--- src/rtl/pll_lock_sequencer.sv ---
// Supervises the core-clock PLL: reset/standby sequencing, lock qualification, retry and fault.
// Optional lock-loss counter enabled by defining PLL_LOCK_LOSS_COUNT_EN.
module pll_lock_sequencer #(
  parameter int unsigned PLL_RESET_CYCLES = 16,
  parameter int unsigned LOCK_TIMEOUT     = 12000,
  parameter int unsigned STABLE_CYCLES    = 1200,
  parameter int unsigned MAX_RETRIES      = 3,
  parameter int unsigned COUNT_W          = 16
) (
  input  logic       clock,
  input  logic       reset,
  input  logic       enable,
  input  logic       pll_locked,
  output logic       pll_reset,
  output logic       pll_standby,
  output logic       core_reset,
  output logic       ready,
  output logic       fault,
  output logic [3:0] retry_count,
  output logic [7:0] lock_loss_count
);

  typedef enum logic [2:0] {
    S_OFF, S_RESET_PLL, S_WAIT_LOCK, S_STABILIZE, S_RUN, S_FAULT
  } state_t;

  localparam logic [COUNT_W-1:0] RESET_LAST   = COUNT_W'(PLL_RESET_CYCLES - 1);
  localparam logic [COUNT_W-1:0] TIMEOUT_LAST = COUNT_W'(LOCK_TIMEOUT - 1);
  localparam logic [COUNT_W-1:0] STABLE_LAST  = COUNT_W'(STABLE_CYCLES - 1);

  state_t             state, state_nxt;
  logic [COUNT_W-1:0] timer, timer_nxt;
  logic [3:0]         retry_nxt;
  logic               fault_nxt;
  logic               lock_meta, lock_s;
  logic               pll_reset_nxt, pll_standby_nxt, core_reset_nxt, ready_nxt;

  always_ff @(posedge clock or posedge reset) begin
    if (reset) begin
      lock_meta <= 1'b0;
      lock_s    <= 1'b0;
    end else begin
      lock_meta <= pll_locked;
      lock_s    <= lock_meta;
    end
  end

  always_comb begin
    state_nxt = state;
    retry_nxt = retry_count;
    fault_nxt = fault;
    if (!enable) begin
      state_nxt = S_OFF;
    end else begin
      case (state)
        S_OFF: begin
          state_nxt = S_RESET_PLL;
          retry_nxt = '0;
          fault_nxt = 1'b0;
        end
        S_RESET_PLL: begin
          if (timer == RESET_LAST) state_nxt = S_WAIT_LOCK;
        end
        S_WAIT_LOCK: begin
          if (lock_s) begin
            state_nxt = S_STABILIZE;
          end else if (timer == TIMEOUT_LAST) begin
            if (32'(retry_count) == MAX_RETRIES) begin
              state_nxt = S_FAULT;
              fault_nxt = 1'b1;
            end else begin
              state_nxt = S_RESET_PLL;
              retry_nxt = (retry_count == 4'hF) ? 4'hF : retry_count + 4'd1;
            end
          end
        end
        S_STABILIZE: begin
          if (!lock_s) begin
            state_nxt = S_WAIT_LOCK;
          end else if (timer == STABLE_LAST) begin
            state_nxt = S_RUN;
            retry_nxt = '0;
          end
        end
        S_RUN: begin
          if (!lock_s) state_nxt = S_WAIT_LOCK;
        end
        S_FAULT: begin
          state_nxt = S_FAULT;
        end
        default: begin
          state_nxt = S_OFF;
        end
      endcase
    end
  end

  // Timer is cleared on every state change and only runs in the timed states,
  // so its terminal compares are always reached before it could wrap.
  always_comb begin
    timer_nxt = '0;
    if (state_nxt == state &&
        (state == S_RESET_PLL || state == S_WAIT_LOCK || state == S_STABILIZE))
      timer_nxt = timer + 1'b1;
  end

  // Outputs decode the next state so they register on the same edge as the state.
  always_comb begin
    pll_reset_nxt   = 1'b1;
    pll_standby_nxt = 1'b1;
    core_reset_nxt  = 1'b1;
    ready_nxt       = 1'b0;
    case (state_nxt)
      S_RESET_PLL: begin
        pll_standby_nxt = 1'b0;
      end
      S_WAIT_LOCK, S_STABILIZE: begin
        pll_standby_nxt = 1'b0;
        pll_reset_nxt   = 1'b0;
      end
      S_RUN: begin
        pll_standby_nxt = 1'b0;
        pll_reset_nxt   = 1'b0;
        core_reset_nxt  = 1'b0;
        ready_nxt       = 1'b1;
      end
      default: begin
        pll_reset_nxt   = 1'b1;
        pll_standby_nxt = 1'b1;
      end
    endcase
  end

  always_ff @(posedge clock or posedge reset) begin
    if (reset) begin
      state       <= S_OFF;
      timer       <= '0;
      retry_count <= '0;
      fault       <= 1'b0;
      pll_reset   <= 1'b1;
      pll_standby <= 1'b1;
      core_reset  <= 1'b1;
      ready       <= 1'b0;
    end else begin
      state       <= state_nxt;
      timer       <= timer_nxt;
      retry_count <= retry_nxt;
      fault       <= fault_nxt;
      pll_reset   <= pll_reset_nxt;
      pll_standby <= pll_standby_nxt;
      core_reset  <= core_reset_nxt;
      ready       <= ready_nxt;
    end
  end

`ifdef PLL_LOCK_LOSS_COUNT_EN
  logic [7:0] loss_cnt;

  // Counts only lock-driven exits from RUN; enable=0 takes priority and is not a loss.
  always_ff @(posedge clock or posedge reset) begin
    if (reset)
      loss_cnt <= '0;
    else if (enable && state == S_RUN && !lock_s && loss_cnt != 8'hFF)
      loss_cnt <= loss_cnt + 8'd1;
  end

  assign lock_loss_count = loss_cnt;
`else
  assign lock_loss_count = '0;
`endif

endmodule

--- config.mk ---
export PLATFORM = sky130hd
export DESIGN_NAME = pll_lock_sequencer
export DESIGN_NICKNAME = d
export VERILOG_FILES = /design/src/rtl/pll_lock_sequencer.sv
export SDC_FILE = /design/constraint.sdc
export NUM_CORES = 1
export LEC_CHECK = 0
export BUFFER_PORTS_ARGS = -buffer_cell sky130_fd_sc_hd__buf_2
export CAP_MARGIN = 20
export CORE_MARGIN = 3
export CORE_UTILIZATION = 62
export DETAILED_ROUTE_END_ITERATION = 6
export PLACE_DENSITY = 0.93
export RECOVER_POWER = 25
export SLEW_MARGIN = 20
export SYNTH_ARGS = -nofsm -noshare
export SYNTH_HDL_FRONTEND = slang
export SYNTH_SLANG_ARGS = --single-unit
--- constraint.sdc ---
create_clock -name clock -period 5.3 [get_ports clock]
set_input_delay 0.53 -clock clock [delete_from_list [all_inputs] [get_ports clock]]
set_output_delay 0.53 -clock clock [all_outputs]
set_load 0.02 [all_outputs]
# Yosys cells after proc, flatten, opt, wreduce, memory -nomap -nowiden
# Index checks and enable logic that the tools add are counted.
[totals]
reg_bits = 30
input_bits = 4
[op_classes]
n_addsub = 2
eq_ne = 21
n_mux = 25
reduce_logical = 10
[op_table]
columns = ["cell", "n"]
rows = [
  ["$mux 3", 8],
  ["$mux 4", 6],
  ["$pmux 3 s6", 1],
  ["$add 16x1->16 const B", 1],
  ["$eq 16x11->1 const B", 1],
  ["$eq 16x14->1 const B", 1],
  ["$eq 16x4->1 const B", 1],
  ["$mux 16", 1],
  ["$eq 3x2->1 const B", 4],
  ["$ne 2x2->1 const B", 6],
  ["$pmux 4 s3", 1],
  ["$eq 3x3->1 const B", 3],
  ["$mux 1", 7],
  ["$reduce_and 7->1", 1],
  ["$eq 3x1->1 const B", 2],
  ["$reduce_and 5->1", 1],
  ["$add 4x1->4 const B", 1],
  ["$eq 4x2->1 const B", 1],
  ["$eq 4x4->1 const B", 1],
  ["$reduce_or 4->1", 1],
  ["$eq 3x3->1", 1],
  ["$logic_not 3->1", 1],
  ["$reduce_bool 3->1", 1],
  ["$reduce_or 3->1", 1],
  ["4 further kinds", 5],
]

# Depth between registers and ports, before layout
# Gate-level depths: netlist (run 1).
[depth]
word_depth = 9
depth_mapped = 9
ltp_nobuf = 7

# Worst setup path after synthesis (run 1)
# OpenSTA, ideal clock, no wires.
[synth_path]
path_type = "reg-to-reg"
from = "register timer[8]"
to = "register retry_count[0]"
setup_ns = 0.127
t_arrival_ns = 2.130
slack_ns = 3.043
stages_incl_launch_ff = 6
synth_period_minus_slack_ns = 2.257
path_cell_list = "dfrtp_1 or4b_4 nor4_4 a41oi_2 nor4b_4 mux2_1"
[synth_between]
elab_chain_len = 3
[synth_lines]
columns = ["element", "line_no", "text"]
rows = [
  ["start, declared", "32", "logic [COUNT_W-1:0] timer, timer_nxt;"],
  ["start signal, assigned", "146", "timer <= timer_nxt;"],
  ["$eq 16x11->1 or $eq 16x14->1 (tied branches)", "80, 67", ""],
  ["$ne 2x2->1 (no source line)", "--", ""],
  ["$reduce_and 7->1 (no source line) (*)", "--", ""],
  ["end signal, assigned", "147", "retry_count <= retry_nxt;"],
  ["end, declared", "19", "output logic [3:0] retry_count,"],
]
# Mark *: on every way between the ends. The rest lies on a longest branch, timed or not.
# A chain may end at the register's enable or synchronous reset.

# Final worst setup path (run 1)
[layout_path]
from = "register timer[8]"
to = "register timer[6]"
[layout_between]
elab_chain_len = 8
[layout_lines]
columns = ["element", "line_no", "text"]
rows = [
  ["$eq 16x11->1 or $eq 16x14->1 (tied branches)", "80, 67", ""],
  ["$mux 3 (on tied branches)", "80, 67", ""],
  ["$mux 3 (on tied branches)", "78, 65", ""],
  ["$pmux 3 s6 (*)", "55", "case (state)"],
  ["$mux 3 (*)", "52", "if (!enable) begin"],
  ["$eq 3x3->1 (*)", "102", "if (state_nxt == state &&"],
  ["$logic_and 1x1->1 (*)", "102", ""],
  ["$mux 16 (*)", "102", ""],
  ["net timer_nxt[6]", "32", ""],
]
# The timed path passes the listed nets; every way through them passes the cells marked *.

==> results.yml, run 1 <==
run_status:
  status: "finished clean"
clock_network:
  root_buffer: "clkbuf_4"
  clock_latency_ns: 0.33
  ctsHoldBuffers: 0
  cts_tree: "built"
  clockBufferDepth: 2
  clkTransAtPathRegs_ns: 0.09
  cts_made_buffers: 5
  cts_setup_buffers: 0
  cts_max_level: 2
  cts_sinks: 30
  cts_resized: 0
detailed_routing:
  drc: 0
  routed_via_density: 6.19
  wl_per_cell_um: 15.6
  dr_total_vias: 1455
  drtIter0Drc: 130
  antenna_left: 0
  routed_wl_um: 3670
  firstDrtPassIters: 4
timing:
  clock_skew_ns: 0.0132
  rsz0062_at_grt: "false"
  fin_crit_sh: 0.485
  period_needed_ns: 2.57
  tightestPinTransition_ns: 1.07
  setup_viol: 0
  maxClockFrequency_mhz: 389
  hold_violations: 0
  fin_tns_setup_ns: 0
  finalMaxSlewViolations: 0
  relSlewSlack: 0.288
worst_hold_path:
  min_path_cells: 1
  hold_path_class: "primary input to flip-flop"
global_route:
  antenna_found_initial: 0
  grt_pass1_vias: 1421
  grt_pass1_wl_um: 6360
  grt_max_degree: 31
  grt_overflow: 0
  grt_util_all_layers: 0.240
layout:
  nFillCells: 203
  layout.nets: 210
  final_area_um2: 1850
  diodes: 0
  drive_gt1_frac: 0.146
  syn_to_final_growth_pct: 3.94
  fin_util: 0.713
floorplan:
  die_area_um2: 3540
  fp.dieW_um: 59.5
  die_y_um: 59.5
  num_rows: 18
  io_pins: 21
  coreArea_um2: 2590
  start_util: 0.686
worst_setup_path:
  cp_num_cells: 6
  path_max_fanout: 16
  crit_path_start_kind: "flip-flop"
  slowest_delay_ns: 0.54
  reg2reg_depth: 6
  cp_data_required_time_ns: 5.49
  path_cells: "or4_1 -> nor3_1 -> a21oi_1 -> a31oi_1 -> or3_1 -> nor2_1"
  crit_family: "simple AND/OR/NAND/NOR gates"
  end_kind: "flip-flop"
  critPathSlowestCell: "or4_1"
  critPathKind: "flip-flop to flip-flop"
  worstPathArrival_ns: 2.77
  worst-path-buf-inv: 0
synthesis:
  yosysWarnings: 0
  synth_edf_count: 0
  syn_area_um2: 1780
  ys_ff_latch: 30
  ys_seq_area_frac: 0.425
  synth_cell_type_count: 44
  avgSynthCellArea_um2: 9.06
  syn_inst: 196
  synthFlopType: "dfrtp_1"
  ys_async_sr_fraction: 1.00
place:
  dp_hpwl_um: 2500
  dpl_cell_area_um2: 1790
  portBuffers: 12
  gp_congestion: 0.928
power:
  p_per_area_nw_per_um2: 226
  finalPower_mw: 0.417
  ir_worst_vdd_mv: 0.200
  p_leak_nw: 0.781
flow_run:
  cap_violations: 0
-- power by group --
group / switching [mW] / internal, mW
Combinational: 0.0251 / 0.0106
Sequential: 0.00714 / 0.234
Clock: 0.0759 / 0.0642
-- metrics by stage --
| step | hold WS, ns | worst slack (ns) | cells |
|---|---|---|---|
| 3_5_place_dp | 0.337 | 2.83 | 227 |
| 6_report | 0.314 | 2.73 | 235 |
| 2_1_floorplan | 0.331 | 3.04 | 203 |
| 3_3_place_gp | 0.333 | 2.90 | 227 |
| 5_1_grt | 0.294 | 2.52 | 235 |
| 4_1_cts | 0.296 | 2.80 | 235 |
-- final cells by class --
class                      instances  area, um^2  area share
multi-input combinational        146         901       0.488
sequential                        30         754       0.409
timing repair buffer              12        60.1      0.0325
clock buffer                       7        55.1      0.0298
tap                               30        37.5      0.0203
inverter                           9        33.8      0.0183
clock inverter                     1        5.00     0.00271
-- flip-flops by register name, summed over array words and instances, names as in the netlist --
name	cells
pll_reset	1
lock_meta	1
pll_standby	1
fault	1
timer	16
state	3
core_reset	1
ready	1
lock_s	1
retry_count	4
-- synth_stat cells (2+ instances only) --
cell | count | share of area
nand2_1 | 9 | 0.019
nor2b_1 | 3 | 0.011
nor3b_1 | 2 | 0.0084
a21oi_1 | 12 | 0.034
buf_4 | 9 | 0.038
buf_2 | 3 | 0.0084
xor2_1 | 6 | 0.030
nand3_1 | 14 | 0.039
nor3_1 | 6 | 0.017
and3_1 | 2 | 0.0070
nor4b_1 | 2 | 0.0099
xnor2_1 | 8 | 0.039
clkbuf_1 | 4 | 0.0084
ha_1 | 2 | 0.014
inv_1 | 9 | 0.019
dfrtp_1 | 27 | 0.38
a31oi_1 | 6 | 0.021
nand4_1 | 5 | 0.018
or3_1 | 2 | 0.0070
nor2_1 | 28 | 0.059
or4b_2 | 2 | 0.011
o21ai_0 | 6 | 0.017
nand2b_1 | 3 | 0.011
mux2_1 | 2 | 0.013
nor4_1 | 3 | 0.011
dfstp_2 | 3 | 0.044
-- worst reg2reg max path, stage by stage (launching register included) --
cell and delay (ns):
dfrtp_1 0.45, or4_1 0.55, nor3_1 0.44, a21oi_1 0.19, a31oi_1 0.21, or3_1 0.48
nor2_1 0.13
-- cells by family (layout without fill, tap and decap cells) --
logic type	after synthesis	after routing	synth area share
adder cells (fa/ha/maj)	2	2	0.0141
other	1	8	0.00211
AND/OR/NAND/NOR	90	90	0.291
AO/OA/AOI/OAI	30	30	0.104
multiplexers	2	2	0.0127
flip-flops	30	30	0.425
XOR/XNOR	14	14	0.0690
buffers and inverters	27	29	0.0831
-- layer usage --
metal,global-route usage,vias to the layer above,part of all wire
met5,0,-,0
met2,0.387,53,0.49
met4,0.114,0,0.023
met1,0.297,701,0.43
met3,0.0654,12,0.049
li1,-,689,-
-- layout by cell type, fill, tap and decap left out, types with 2 or more instances in the layout --
cell | netlist | routed
nor2_1 | 28 | 28
dfrtp_1 | 27 | 27
nand3_1 | 14 | 14
a21oi_1 | 12 | 12
buf_2 | 3 | 12
inv_1 | 9 | 9
nand2_1 | 9 | 9
xnor2_1 | 8 | 8
conb_1 | 1 | 8
nor3_1 | 6 | 6
a31oi_1 | 6 | 6
o21ai_0 | 6 | 6
xor2_1 | 6 | 6
nand4_1 | 5 | 5
clkbuf_4 | 0 | 5
nand2b_1 | 3 | 3
nor4_1 | 3 | 3
nor2b_1 | 3 | 3
dfstp_2 | 3 | 3
nor3b_1 | 2 | 2
or3_1 | 2 | 2
nor4b_1 | 2 | 2
and3_1 | 2 | 2
or4b_2 | 2 | 2
mux2_1 | 2 | 2
ha_1 | 2 | 2
-- final timing paths --
path / to / startpoint / slack (ns)
max in group asynchronous: timer[14] / reset / 4.20
min in group asynchronous: lock_s / reset / 0.45
setup reg to reg: timer[6] / timer[8] / 2.73
setup / recovery: timer[6] / timer[8] / 2.73
hold / removal: lock_meta / pll_locked / 0.31
hold reg to reg: lock_s / lock_meta / 0.34
No activity file was read; power rests on OpenSTA's default activity.
==> inputs of run 2 (changes only) <==
Settings changed: CORE_UTILIZATION 62 to 57, PLACE_DENSITY 0.93 to 0.87.
Clock period 5.3 ns to 2.4 ns, I/O delays scaled along.
==> results.yml, run 2 (synthesis results as in run 1) <==
timing:
  fin_tns_setup_ns: 0
  tightestPinTransition_ns: 1.53
  period_needed_ns: 2.27
  relSlewSlack: -0.0194
  hold_violations: 0
  setup_viol: 0
  finalMaxSlewViolations: 31
  worst_slack_ns: 0.130
  rsz0062_at_grt: "false"
  clock_skew_ns: 0.0102
  maxClockFrequency_mhz: 441
  fin_crit_sh: 0.946
floorplan:
  die_y_um: 61.8
  fp.dieW_um: 61.8
  die_area_um2: 3820
  num_rows: 19
  start_util: 0.623
  coreArea_um2: 2850
  io_pins: 21
worst_setup_path:
  cp_data_required_time_ns: 2.63
  reg2reg_from: "timer[9]"
  reg2reg_slack_ns: 0.13
  reg2reg_depth: 5
  path_max_fanout: 7
  reg2reg_to: "retry_count[0]"
  worstPathArrival_ns: 2.50
  crit_path_start_kind: "flip-flop"
  critPathKind: "flip-flop to flip-flop"
  endpoint: "retry_count[0]"
  startpoint: "timer[9]"
  end_kind: "flip-flop"
layout:
  top_register: "timer"
  diodes: 0
  drive_gt1_frac: 0.196
  final_common_cell: "nor2_1"
  layout.nets: 224
  layout_common_cells: "nor2_1, dfrtp_1, nand3_1"
  syn_to_final_growth_pct: 11.3
  reg_top3: "timer: 16 flops, retry_count: 4 flops, state: 3 flops"
  largest_reg_flops: 16
place:
  portBuffers: 12
  dp_hpwl_um: 2510
  place_ws_ns: 0.0707
  gp_congestion: 0.889
clock_network:
  root_buffer: "clkbuf_4"
  clkTransAtPathRegs_ns: 0.09
  cts_sinks: 30
  cts_tree: "built"
  clock_latency_ns: 0.33
  cts_max_level: 2
  cts_made_buffers: 5
  clockBufferDepth: 2
power:
  seqPwrFrac: 0.580
  p_int_mw: 0.671
  p_per_area_nw_per_um2: 460
  p_leak_nw: 0.840
  p_comb_frac: 0.114
  clkPwrFrac: 0.306
  swShare: 0.262
  ir_worst_vdd_mv: 0.410
  p_switching_mw: 0.238
detailed_routing:
  drtIter0Drc: 173
  dr_total_vias: 1456
  antenna_left: 0
  drc: 0
  routed_via_density: 5.82
  routed_wl_um: 3510
  wl_per_cell_um: 14.0
  firstDrtPassIters: 6
global_route:
  grt_pass1_vias: 1406
  grt_util_all_layers: 0.217
  grt_pass1_wl_um: 5940
  antenna_found_initial: 0
  grt_max_degree: 31
  grt_overflow: 0
run_status:
  status: "finished with violations"
  failed_checks: "max-capacitance violations, max-slew violations"
worst_hold_path:
  hold_path_class: "primary input to flip-flop"
flow_run:
  cap_violations: 1
[run 2: how the worst min path moves through the flow]
| stage | from | to | slack, ns | cells past startpoint |
|---|---|---|---|---|
| 2_1_floorplan | pll_locked | lock_meta | 0.27 | 0 |
| 3_3_place_gp | reset | lock_s | 0.32 | 3 |
| 3_5_place_dp | reset | retry_count[0] | 0.34 | 3 |
| 4_1_cts | enable | fault | 0.22 | 2 |
| 5_1_grt | enable | fault | 0.24 | 2 |
| 6_report | enable | fault | 0.22 | 2 |
[run 2: layer usage]
| layer | vias to the layer above | wire length (um) | part of all wire | GRT usage |
|---|---|---|---|---|
| met3 | 6 | 185 | 0.053 | 0.0640 |
| met4 | 0 | 66 | 0.019 | 0.0970 |
| met5 | - | 0 | 0 | 0 |
| li1 | 718 | - | - | - |
| met1 | 687 | 1560 | 0.44 | 0.264 |
| met2 | 45 | 1700 | 0.48 | 0.354 |
[run 2: repair_timing]
| item | CTS | global route |
|---|---|---|
| endpoints found under the hold margin | 28 | 0 |
| hold buffers | 2 | 0 |
| endpoints found under the setup margin | 0 | 5 |
| buffers inserted | 0 | 0 |
| gates resized for setup | 0 | 5 |
[run 2: power by group through the flow]
stage | Clock (mW) | Combinational [mW] | Sequential, mW
after floorplan | 0 | 0.0815 | 0.535
after global placement | 0 | 0.0986 | 0.534
after detailed placement | 0 | 0.100 | 0.535
after CTS | 0.286 | 0.104 | 0.525
after global routing | 0.308 | 0.117 | 0.529
final | 0.278 | 0.104 | 0.527
[run 2: cell type report]
type	count	area, um^2
multi-input cells	146	922
repair buffers	26	179
fillers	222	875
flip-flops and latches	30	756
inverters	9	33.8
clock buffers	8	48.8
well taps	31	38.8
[run 2: metrics by stage]
| step | total power [mW] | util | area, um^2 | hold WS [ns] | instances |
|---|---|---|---|---|---|
| 6_report | 0.909 | 0.693 | 1980 | 0.222 | 250 |
| 5_1_grt | 0.953 | 0.693 | 1980 | 0.238 | 250 |
| 4_1_cts | 0.915 | 0.687 | 1960 | 0.217 | 250 |
| 3_5_place_dp | 0.635 | 0.663 | 1890 | 0.335 | 240 |
| 3_3_place_gp | 0.633 | 0.663 | 1890 | 0.323 | 240 |
| 2_1_floorplan | 0.617 | - | 1800 | 0.271 | 203 |
[run 2: worst max-delay path, cell delays in order, from the launching register on]
cell,delay (ns)
dfrtp_1,0.45
or3_1,0.43
nor4_4,0.35
a41oi_2,0.18
nor4b_4,0.40
mux2_1,0.35
